### config.mk
export PLATFORM = sky130hd
export DESIGN_NAME = alu_arbiter
export DESIGN_NICKNAME = d
export VERILOG_FILES = /design/src/rtl/alu_arbiter.sv
export SDC_FILE = /design/constraint.sdc
export NUM_CORES = 1
export LEC_CHECK = 0
export ABC_AREA = 1
export CORE_MARGIN = 3
export CORE_UTILIZATION = 35
export DETAILED_ROUTE_END_ITERATION = 7
export GPL_TIMING_DRIVEN = 1
export PLACE_DENSITY = 0.82
export SETUP_SLACK_MARGIN = 0.05
export SYNTH_ARGS = -nofsm -noshare
export SYNTH_HDL_FRONTEND = slang
export SYNTH_SLANG_ARGS = --single-unit
export TNS_END_PERCENT = 30
### constraint.sdc
create_clock -name clk -period 1.3 [get_ports clk]
set_input_delay 0.26 -clock clk [delete_from_list [all_inputs] [get_ports clk]]
set_output_delay 0.26 -clock clk [all_outputs]
set_load 0.02 [all_outputs]
### src/rtl/alu_arbiter.sv
// alu_arbiter: two-requester round-robin front end for one shared
// combinational ALU. One operation at a time runs IDLE -> EXEC -> RESP.
// Operands are latched on accept. The ALU result is captured in EXEC and
// held in RESP until the owning requester takes the response.
module alu_arbiter #(
    parameter int DATA_W = 32
) (
    input  logic              clk,
    input  logic              rst_n,
    // requester 0
    input  logic              req0_valid,
    output logic              req0_ready,
    input  logic [DATA_W-1:0] req0_a,
    input  logic [DATA_W-1:0] req0_b,
    input  logic [3:0]        req0_ctrl,
    output logic              rsp0_valid,
    input  logic              rsp0_ready,
    output logic [DATA_W-1:0] rsp0_result,
    output logic              rsp0_zero,
    output logic              rsp0_err,
    // requester 1
    input  logic              req1_valid,
    output logic              req1_ready,
    input  logic [DATA_W-1:0] req1_a,
    input  logic [DATA_W-1:0] req1_b,
    input  logic [3:0]        req1_ctrl,
    output logic              rsp1_valid,
    input  logic              rsp1_ready,
    output logic [DATA_W-1:0] rsp1_result,
    output logic              rsp1_zero,
    output logic              rsp1_err,
    // shared ALU
    output logic [DATA_W-1:0] alu_a,
    output logic [DATA_W-1:0] alu_b,
    output logic [3:0]        alu_ctrl,
    input  logic [DATA_W-1:0] alu_result,
    input  logic              alu_zero,
    // status
    output logic              busy,
    output logic [15:0]       ops_done
);

    typedef enum logic [1:0] {
        IDLE = 2'b00,
        EXEC = 2'b01,
        RESP = 2'b10
    } state_t;

    state_t              state_r;
    state_t              state_next_s;

    logic [DATA_W-1:0]   a_r;
    logic [DATA_W-1:0]   b_r;
    logic [3:0]          ctrl_r;
    logic                idx_r;
    logic [DATA_W-1:0]   result_r;
    logic                zero_r;
    logic                err_r;
    logic                last_grant_r;
    logic [15:0]         ops_done_r;

    logic                grant_s;
    logic                accept_s;
    logic                rsp_fire_s;
    logic                ctrl_legal_s;

    // Only AND, OR, ADD, SUB and SLT are supported. Any other code is
    // reported as an error and the ALU output is discarded.
    function automatic logic ctrl_is_legal(input logic [3:0] ctrl);
        logic legal;
        case (ctrl)
            4'b0000, 4'b0001, 4'b0010, 4'b0110, 4'b0111: legal = 1'b1;
            default:                                      legal = 1'b0;
        endcase
        return legal;
    endfunction

    assign ctrl_legal_s = ctrl_is_legal(ctrl_r);

    // Pick the requester to serve. On a tie the one not served last wins.
    always_comb begin
        grant_s = 1'b0;
        if (req0_valid && req1_valid) begin
            grant_s = ~last_grant_r;
        end else if (req1_valid) begin
            grant_s = 1'b1;
        end else begin
            grant_s = 1'b0;
        end
    end

    // Ready is offered only in IDLE and only to the granted requester.
    always_comb begin
        req0_ready = 1'b0;
        req1_ready = 1'b0;
        if (state_r == IDLE) begin
            req0_ready = req0_valid && !grant_s;
            req1_ready = req1_valid && grant_s;
        end else begin
            req0_ready = 1'b0;
            req1_ready = 1'b0;
        end
    end

    assign accept_s   = req0_ready || req1_ready;
    assign rsp_fire_s = (state_r == RESP) && (idx_r ? rsp1_ready : rsp0_ready);

    // Sequencing. EXEC always lasts exactly one cycle.
    always_comb begin
        state_next_s = state_r;
        case (state_r)
            IDLE: begin
                if (accept_s) begin
                    state_next_s = EXEC;
                end else begin
                    state_next_s = IDLE;
                end
            end
            EXEC: state_next_s = RESP;
            RESP: begin
                if (rsp_fire_s) begin
                    state_next_s = IDLE;
                end else begin
                    state_next_s = RESP;
                end
            end
            default: state_next_s = IDLE;
        endcase
    end

    // State register. Reset drops any transaction in flight.
    always_ff @(posedge clk or negedge rst_n) begin
        if (!rst_n) begin
            state_r <= IDLE;
        end else begin
            state_r <= state_next_s;
        end
    end

    // Latch the operands and the owner of the granted request on accept.
    always_ff @(posedge clk or negedge rst_n) begin
        if (!rst_n) begin
            a_r    <= {DATA_W{1'b0}};
            b_r    <= {DATA_W{1'b0}};
            ctrl_r <= 4'b0000;
            idx_r  <= 1'b0;
        end else if (accept_s) begin
            a_r    <= grant_s ? req1_a    : req0_a;
            b_r    <= grant_s ? req1_b    : req0_b;
            ctrl_r <= grant_s ? req1_ctrl : req0_ctrl;
            idx_r  <= grant_s;
        end
    end

    // Capture the ALU outputs in EXEC, or force an error for an illegal code.
    always_ff @(posedge clk or negedge rst_n) begin
        if (!rst_n) begin
            result_r <= {DATA_W{1'b0}};
            zero_r   <= 1'b0;
            err_r    <= 1'b0;
        end else if (state_r == EXEC) begin
            if (ctrl_legal_s) begin
                result_r <= alu_result;
                zero_r   <= alu_zero;
                err_r    <= 1'b0;
            end else begin
                result_r <= {DATA_W{1'b0}};
                zero_r   <= 1'b0;
                err_r    <= 1'b1;
            end
        end
    end

    // Record the completed owner for round-robin and count completions.
    // Starting last_grant at 1 lets requester 0 win the first tie.
    always_ff @(posedge clk or negedge rst_n) begin
        if (!rst_n) begin
            last_grant_r <= 1'b1;
            ops_done_r   <= 16'h0000;
        end else if (rsp_fire_s) begin
            last_grant_r <= idx_r;
            ops_done_r   <= ops_done_r + 16'h0001;
        end
    end

    assign alu_a    = a_r;
    assign alu_b    = b_r;
    assign alu_ctrl = ctrl_r;

    assign rsp0_valid  = (state_r == RESP) && !idx_r;
    assign rsp1_valid  = (state_r == RESP) &&  idx_r;
    assign rsp0_result = result_r;
    assign rsp1_result = result_r;
    assign rsp0_zero   = zero_r;
    assign rsp1_zero   = zero_r;
    assign rsp0_err    = err_r;
    assign rsp1_err    = err_r;

    assign busy     = (state_r == EXEC) || (state_r == RESP);
    assign ops_done = ops_done_r;

endmodule

After elaboration in Yosys (flattened, before gate mapping)
Index checks and enable logic that the tools add are counted.
- register bits: 122
- word-level logic and storage cells: 46
- add/sub/neg operators: 1
- eq/ne operators: 6
- mux-type cells: 15
- bitwise gates (word level): 1
- reductions and logical operators: 13
- operator list (operator ; count):
    2-to-1 mux 32 bit ; 3
    adder 16 x 1 -> 16 bit (second input constant) ; 1
    2-to-1 mux 1 bit ; 9
    equality test 4 x 3 -> 1 bit (second input constant) ; 2
    logical AND 1 bit ; 6
    case mux 2 bit (3 select lines) ; 1
    OR reduction 5 bit ; 1
    equality test 4 x 1 -> 1 bit (second input constant) ; 1
    equality test 4 x 2 -> 1 bit (second input constant) ; 1
    logical NOT 4 bit ; 1
    2-to-1 mux 4 bit ; 1
    equality test 2 x 1 -> 1 bit (second input constant) ; 1
    equality test 2 bit (second input constant) ; 1
    logical NOT 1 bit ; 2
    logical NOT 2 bit ; 1
    logical OR 1 bit ; 2
    2-to-1 mux 2 bit ; 1
    inverter 1 bit ; 1

Depth between registers and ports, before layout
Gate-level depths: netlist of the first run.
- word-level depth: 8
- mapped depth: 9
- gate-level depth less buffers: 8

Worst setup path after synthesis of the first run
No wires, ideal clock.
- path type: flip-flop to output port
- from: reg last_grant_r
- to: out req0_ready
- data arrival time: 1.203 ns
- data required time: 1.040 ns
- slack: -0.163 ns
- stages on the path, launching flop included: 6
- cells stage by stage: dfstp_2 -> nand2_1 -> nand2_2 -> inv_2 -> buf_2 -> nor2_1
- word-level cells in the longest chain between the ends: 5
- ends and longest elaborated chain (what ; line ; source):
    start, declared ; 59 ; logic last_grant_r;
    start signal, assigned ; 181 ; last_grant_r <= idx_r;
    inverter 1 bit ; 84 ; grant_s = ~last_grant_r;
    2-to-1 mux 1 bit ; 83 ; if (req0_valid && req1_valid) begin
    logical NOT 1 bit ; 97 ; req0_ready = req0_valid && !grant_s;
    logical AND 1 bit ; 97 ;
    2-to-1 mux 1 bit ; 96 ; if (state_r == IDLE) begin
    end, declared ; 12 ; output logic req0_ready,
No other way between the ends.

Final worst setup path of the first run
- from: reg last_grant_r
- to: out req1_ready
- word-level cells in the longest chain between the ends: 4
- ends and longest elaborated chain (what ; line ; source):
    inverter 1 bit ; 84 ;
    2-to-1 mux 1 bit ; 83 ;
    logical AND 1 bit ; 98 ; req1_ready = req1_valid && grant_s;
    2-to-1 mux 1 bit ; 96 ;
    end, declared ; 23 ; output logic req1_ready,
No other way between the ends.

==> flow_summary.toml, run 1 <==
[sta]
max_freq_mhz = 597
tns_ns = -30.39
hold_viol = 0
fin_skew_ns = 0.0104
drv_slew = 0
worst_pin_slew_ns = 0.350
setup_ws_ns = -0.375
rsz0062_at_grt = "true"
fin_crit_ns = 1.67
setup_viol = 124
slew_headroom_pct = 76.7
final.period_utilization_pct = 129

[clocking]
clock_sinks = 122
insertion_delay_ns = 0.41
htreeDepth = 4
numCtsBuffers = 17
clkTransAtPathRegs_ns = 0.05
clockBufferDepth = 2
clockRootBuffer = "clkbuf_16"
cts_tree = "done"

[route]
drt_iter0_drc = 243
ant_nets = 0
dr_wl_met2_mm = 11.4
drc_errors = 0
routedLengthMet1_mm = 7.99
wl_per_cell_microns = 17.0
dr.pass1.iters = 5
vias = 6307
met3_length_mm = 2.14
vias_per_cell = 4.84
routed_wl_mm = 22.2
top_layer_used = "met4"

[synth]
yosys.cell_types.count = 28
synth_top_area_cell = "dfrtp_1"
avgSynthCellArea_sq_um = 8.52
synth_seq_area_share_pct = 51.7
synthesis.area_sq_mm = 0.00591
synth_commonest_cells = "nand2_1, dfrtp_1, nand3_1"
ys.flop_type = "dfrtp_1"
yosysWarnings = 0
yosys.area.top_type_share_pct = 51.2
synth_edf_count = 0
synthTopCellsByArea = "dfrtp_1, nand2_1, o21a_1, nand3_1, buf_4"
postSynthCellCount = 694
synth_async_sr_flop_share_pct = 100
syn-num-nets = 874
yosysMostFrequentCell = "nand2_1"
ys_seq_elements = 122

[global_routing]
grt_pass1_vias = 6099
antenna_found_initial = 0
grt_usage_pct = 22.4
grt_max_degree = 45
grt.overflow.total = 0
grt_pass1_wl_mm = 31.9

[hold_path]
hold_path.class = "in2async"

[critical_path]
critical-path-slowest-cell = "dfstp_2"
worst-setup-path-type = "reg2out"
crit_top_cell = "nand2_2"
path_max_fanout = 3
cp.depth = 6
cp.arrival_ns = 1.41
crit_buf_inv = 3
endpoint_kind = "output port"
crit_family = "flip-flops"
cpPeakStageDelay_ns = 0.55
reg2reg_depth = 10
startpoint_type = "flop"
path_cells = "nand2_2, nand2_2, inv_4, nand2_4, inv_2, buf_6"
worstPathRequired_ns = 1.04

[final_layout]
layout-drive-gt1-share_pct = 31.5
n_antenna_cell = 0
nets = 1255
final_util_pct = 67.9
syn2layout_area_growth_pct = 86.4

[floorplanning]
start_util_pct = 36.4
ios = 332
die_w_microns = 136
die-area_sq_mm = 0.0185
core_area_sq_mm = 0.0162
die_y_microns = 136
row_count = 46

[power_and_ir_drop]
leakagePower_nw = 5.16
ir_drop_mv = 1.13
powerDensity_mw_per_mm2 = 2420

[placed_design]
port_buffers = 331
hpwl_mm = 14.5
gp_congestion = 0.842

[job]
maxCapViolCount = 0

[outcome]
violations = "negative setup slack"
status = "finished, violations left"
timing repair:
action,4_1_cts,5_1_grt
endpoints found under the setup margin,276,269
gates cloned,15,5
pin swaps,1,12
buffers inserted,16,17
gates resized for setup,622,321
hold buffers,1,0
hold endpoints to repair,14,0
per-layer routing:
layer,vias up,track usage (%)
met5,-,0
met4,0,7.45
met3,61,9.10
met2,326,39.7
met1,2952,24.5
li1,2968,-
path summary, 6_finish.rpt:
kind                                     startpoint                         end  slack [ns]
max in group asynchronous                     rst_n     alu_ctrl[3]$_DFFE_PN0P_        0.46
min reg2reg                   alu_a[28]$_DFFE_PN0P_       alu_a[28]$_DFFE_PN0P_        0.47
min                                           rst_n       alu_b[21]$_DFFE_PN0P_        0.28
max reg2reg                last_grant_r$_DFFE_PN1P_        alu_a[9]$_DFFE_PN0P_       -0.37
min in group clk                      alu_result[8]  rsp0_result[8]$_DFFE_PN0N_        0.38
max                        last_grant_r$_DFFE_PN1P_                  req1_ready       -0.37
flip-flops by register name, indices dropped and copies added, names as in the netlist:
| signal | cells |
|---|---|
| alu_a | 32 |
| alu_b | 32 |
| alu_ctrl | 4 |
| idx_r | 1 |
| last_grant_r | 1 |
| ops_done | 16 |
| rsp0_err | 1 |
| rsp0_result | 32 |
| rsp0_zero | 1 |
| state_r | 2 |
final cells by class:
type | instances | area [sq um]
fillers | 1182 | 5210
well taps | 216 | 270
clock inverters | 9 | 52.6
inverters | 28 | 110
repair buffers | 428 | 4490
flip-flops and latches | 122 | 3060
clock buffers | 21 | 450
multi-input cells | 478 | 2580
power by group:
group / internal [mW] / switching (mW)
registers: 5.54 / 1.43
clock network: 2.44 / 1.67
logic: 7.95 / 7.59
kinds of logic (layout without fill, tap and decap cells):
kind of cell    Yosys count  after routing  synth area share, %
simple gates            386            388                 27.1
compound gates           77             77                 9.52
flops                   122            122                 51.7
buf+inv                  96            486                 9.44
fa+ha+maj                 5              5                 1.06
xor+xnor                  8              8                 1.18
metrics by stage:
step / cell area (sq um) / hold WS (ns) / std cells / setup slack, ns / total power, mW
3_5_place_dp: 9550 / 0.163 / 1227 / -0.647 / 19.6
4_1_cts: 10200 / 0.271 / 1288 / -0.396 / 24.6
2_1_floorplan: 5930 / -0.0356 / 694 / -0.154 / 13.5
3_3_place_gp: 9550 / 0.160 / 1227 / -0.636 / 19.3
5_1_grt: 11000 / 0.284 / 1302 / -0.441 / 28.1
6_report: 11000 / 0.285 / 1302 / -0.375 / 26.6
cell usage in the layout, fill, tap and decap left out, types with 21 or more instances in the layout:
cell type	synthesis	layout
buf_2	14	27
nand3_1	74	51
clkbuf_16	0	21
nand2_1	278	275
o21a_1	66	66
dfrtp_1	121	116
nand3_2	1	21
clkdlybuf4s50_1	0	173
buf_6	5	135
buf_4	38	57
No activity file was read; power rests on OpenSTA's default activity.
==> inputs of run 2 (changes only) <==
--- a/config.mk
+++ b/config.mk
@@ -5,9 +5,10 @@
 export SDC_FILE = /design/constraint.sdc
 export NUM_CORES = 1
 export LEC_CHECK = 0
-export ABC_AREA = 1
+export ABC_AREA = 0
+export CORE_ASPECT_RATIO = 0.7
 export CORE_MARGIN = 3
-export CORE_UTILIZATION = 35
+export CORE_UTILIZATION = 34
 export DETAILED_ROUTE_END_ITERATION = 7
 export GPL_TIMING_DRIVEN = 1
 export PLACE_DENSITY = 0.82
==> constraint.sdc (replaced) <==
create_clock -name clk -period 1.3 [get_ports clk]
set_input_delay 0.26 -clock clk [delete_from_list [all_inputs] [get_ports clk]]
set_output_delay 0.26 -clock clk [all_outputs]
set_load 0.05 [all_outputs]
==> flow_summary.toml, run 2 <==
[outcome]
status = "finished, violations left"
violations = "negative setup slack"

[clocking]
clockRootBuffer = "clkbuf_16"
cts_tree = "done"
clock_sinks = 122
htreeDepth = 4
insertion_delay_ns = 0.42
numCtsBuffers = 17
clkTransAtPathRegs_ns = 0.06
clockBufferDepth = 2

[synth]
synth_commonest_cells = "dfrtp_1, nand2_1, mux2i_1"
postSynthCellCount = 492
yosysWarnings = 0
yosysMostFrequentCell = "dfrtp_1"
syn-num-nets = 672
synth_top_area_cell = "dfrtp_1"
synth_top_family_by_area = "multiplexers"
synth-compound-area-share_pct = 12.0
synthesis.area_sq_mm = 0.00552
synthTopCellsByArea = "dfrtp_1, mux2i_1, buf_4, a22o_1, nand2_1"
synthSimpleGateAreaFrac_pct = 8.44
synth_edf_count = 0
synth-xor-area-share_pct = 2.38
yosys.area.top_type_share_pct = 54.9
yosys.cell_types.count = 30
synth_fa_ha_area_share_pct = 1.13
synth_seq_area_share_pct = 55.4
avgSynthCellArea_sq_um = 11.2
muxShareOfSynthArea_pct = 13.0
synth_async_sr_flop_share_pct = 100
ys.flop_type = "dfrtp_1"
ys_seq_elements = 122

[placed_design]
port_buffers = 331
pre_cts_slack_ns = -0.536
dpl_cell_area_sq_mm = 0.0108
hpwl_mm = 16.1
gp_congestion = 0.825

[final_layout]
syn2layout_area_growth_pct = 127
mostFrequentLayoutCell = "clkdlybuf4s50_1"
final_util_pct = 79.9
n_antenna_cell = 0
layout_common_cells = "clkdlybuf4s50_1, buf_12, dfrtp_1"
nets = 1050
design_area_sq_mm = 0.0125
layout-drive-gt1-share_pct = 43.9

[critical_path]
worstPathRequired_ns = 1.04
path_max_fanout = 3
cp.arrival_ns = 1.51
worstReg2RegEnd = "ops_done[7]$_DFFE_PN0P_"
reg2reg_slack_ns = -0.42
endpoint_kind = "output port"
worst-setup-path-type = "reg2out"
reg2reg_depth = 8
startpoint_type = "flop"
r2r-start = "state_r[0]$_DFF_PN0_"

[sta]
hold_viol = 0
fin_skew_ns = 0.0129
max_freq_mhz = 564
rsz0062_at_grt = "true"
final.period_utilization_pct = 136
worst_pin_slew_ns = 0.364
tns_ns = -31.66
drv_slew = 0
slew_headroom_pct = 75.2
setup_viol = 158
setup_ws_ns = -0.473
fin_crit_ns = 1.77

[floorplanning]
start_util_pct = 35.2
die_w_microns = 158
ios = 332
die-area_sq_mm = 0.0178
row_count = 38
core_area_sq_mm = 0.0157
die_y_microns = 113

[route]
drc_errors = 0
wl_per_cell_microns = 23.0
dr.pass1.iters = 7
vias_per_cell = 5.03
ant_nets = 0
vias = 5445
drt_iter0_drc = 259
routed_wl_mm = 24.9

[power_and_ir_drop]
leakagePower_nw = 5.49
ir_drop_mv = 1.76
powerDensity_mw_per_mm2 = 3060

[global_routing]
antenna_found_initial = 0
grt_pass1_vias = 5997
grt.overflow.total = 0
grt_max_degree = 37
grt_usage_pct = 26.7
grt_pass1_wl_mm = 35.6

[hold_path]
hold_path.class = "in2async"

[job]
maxCapViolCount = 0
## run 2: cell count changes after synthesis, sizes merged, moves of 3 or more
cell,change
mux2i,+70
nand2,-205
nand3,-70
buf,-8
and2,+3
nor2,-10
clkbuf,+3
o21a,-66
a22o,+34
xnor2,+8
o21ai,+64
inv,-22
nand4,-3
## run 2: critical path, stage by stage, from the launching register on
cell and delay [ns]:
dfrtp_1 0.38, inv_2 0.09, ha_4 0.17, buf_6 0.11
and2b_2 0.20, buf_12 0.15
## run 2: cells by family after synthesis
kind of cell	after synthesis
AOI/OAI and AO/OA	106
muxes	71
DFF	122
buffers and inverters	69
and+or+nand+nor	104
xor gates and xnor gates	15
adders and majority gates	5
## run 2: worst max-delay path by stage
| stage | startpoint | end | slack, ns |
|---|---|---|---|
| finish | state_r[0]$_DFF_PN0_ | rsp0_valid | -0.47 |
| CTS | state_r[1]$_DFF_PN0_ | rsp0_valid | -0.45 |
| floorplan | ops_done[3]$_DFFE_PN0P_ | ops_done[15]$_DFFE_PN0P_ | -0.20 |
| global placement | req1_valid | alu_a[30]$_DFFE_PN0P_ | -0.44 |
| detailed placement | req0_valid | alu_a[7]$_DFFE_PN0P_ | -0.54 |
| global route | state_r[0]$_DFF_PN0_ | rsp0_valid | -0.53 |
## run 2: cell type report
type                       instances  area (sq um)
clock buffer                      21           450
clock inverter                    11           170
sequential                       122          3120
tap                              200           250
timing repair buffer             422          6180
inverter                           6          25.0
multi-input combinational        301          2350
fill                             836          3150
## run 2: report_power, final
| part | leakage, nW | internal (mW) | switching (mW) |
|---|---|---|---|
| Sequential | 1.46 | 5.66 | 2.52 |
| Clock | 0.294 | 3.26 | 1.80 |
| Combinational | 3.73 | 12.5 | 12.6 |
## run 2: what timing repair did
item	CTS	global route
resized for setup	158	43
setup endpoints to repair	278	278
buffers inserted	18	12
cloned	12	4
hold endpoints to repair	16	0
pin swaps	18	20
hold buffers	1	0
## run 2: per-layer routing
metal,share of wire (%),up-vias,global-route usage (%),wire (microns)
met5,0,-,0,0
met4,2.0,0,8.42,489
met3,8.7,29,11.4,2170
met2,54,232,47.4,13400
met1,35,2744,28.7,8810
li1,-,2440,-,-
## run 2: stage by stage
stage          hold slack [ns]  cells  total power [mW]
6_report                 0.284   1083              38.4
5_1_grt                  0.310   1083              39.7
4_1_cts                  0.296   1069              37.6
3_5_place_dp             0.199   1008              30.1
3_3_place_gp             0.196   1008              29.7
2_1_floorplan          -0.0356    492              18.2
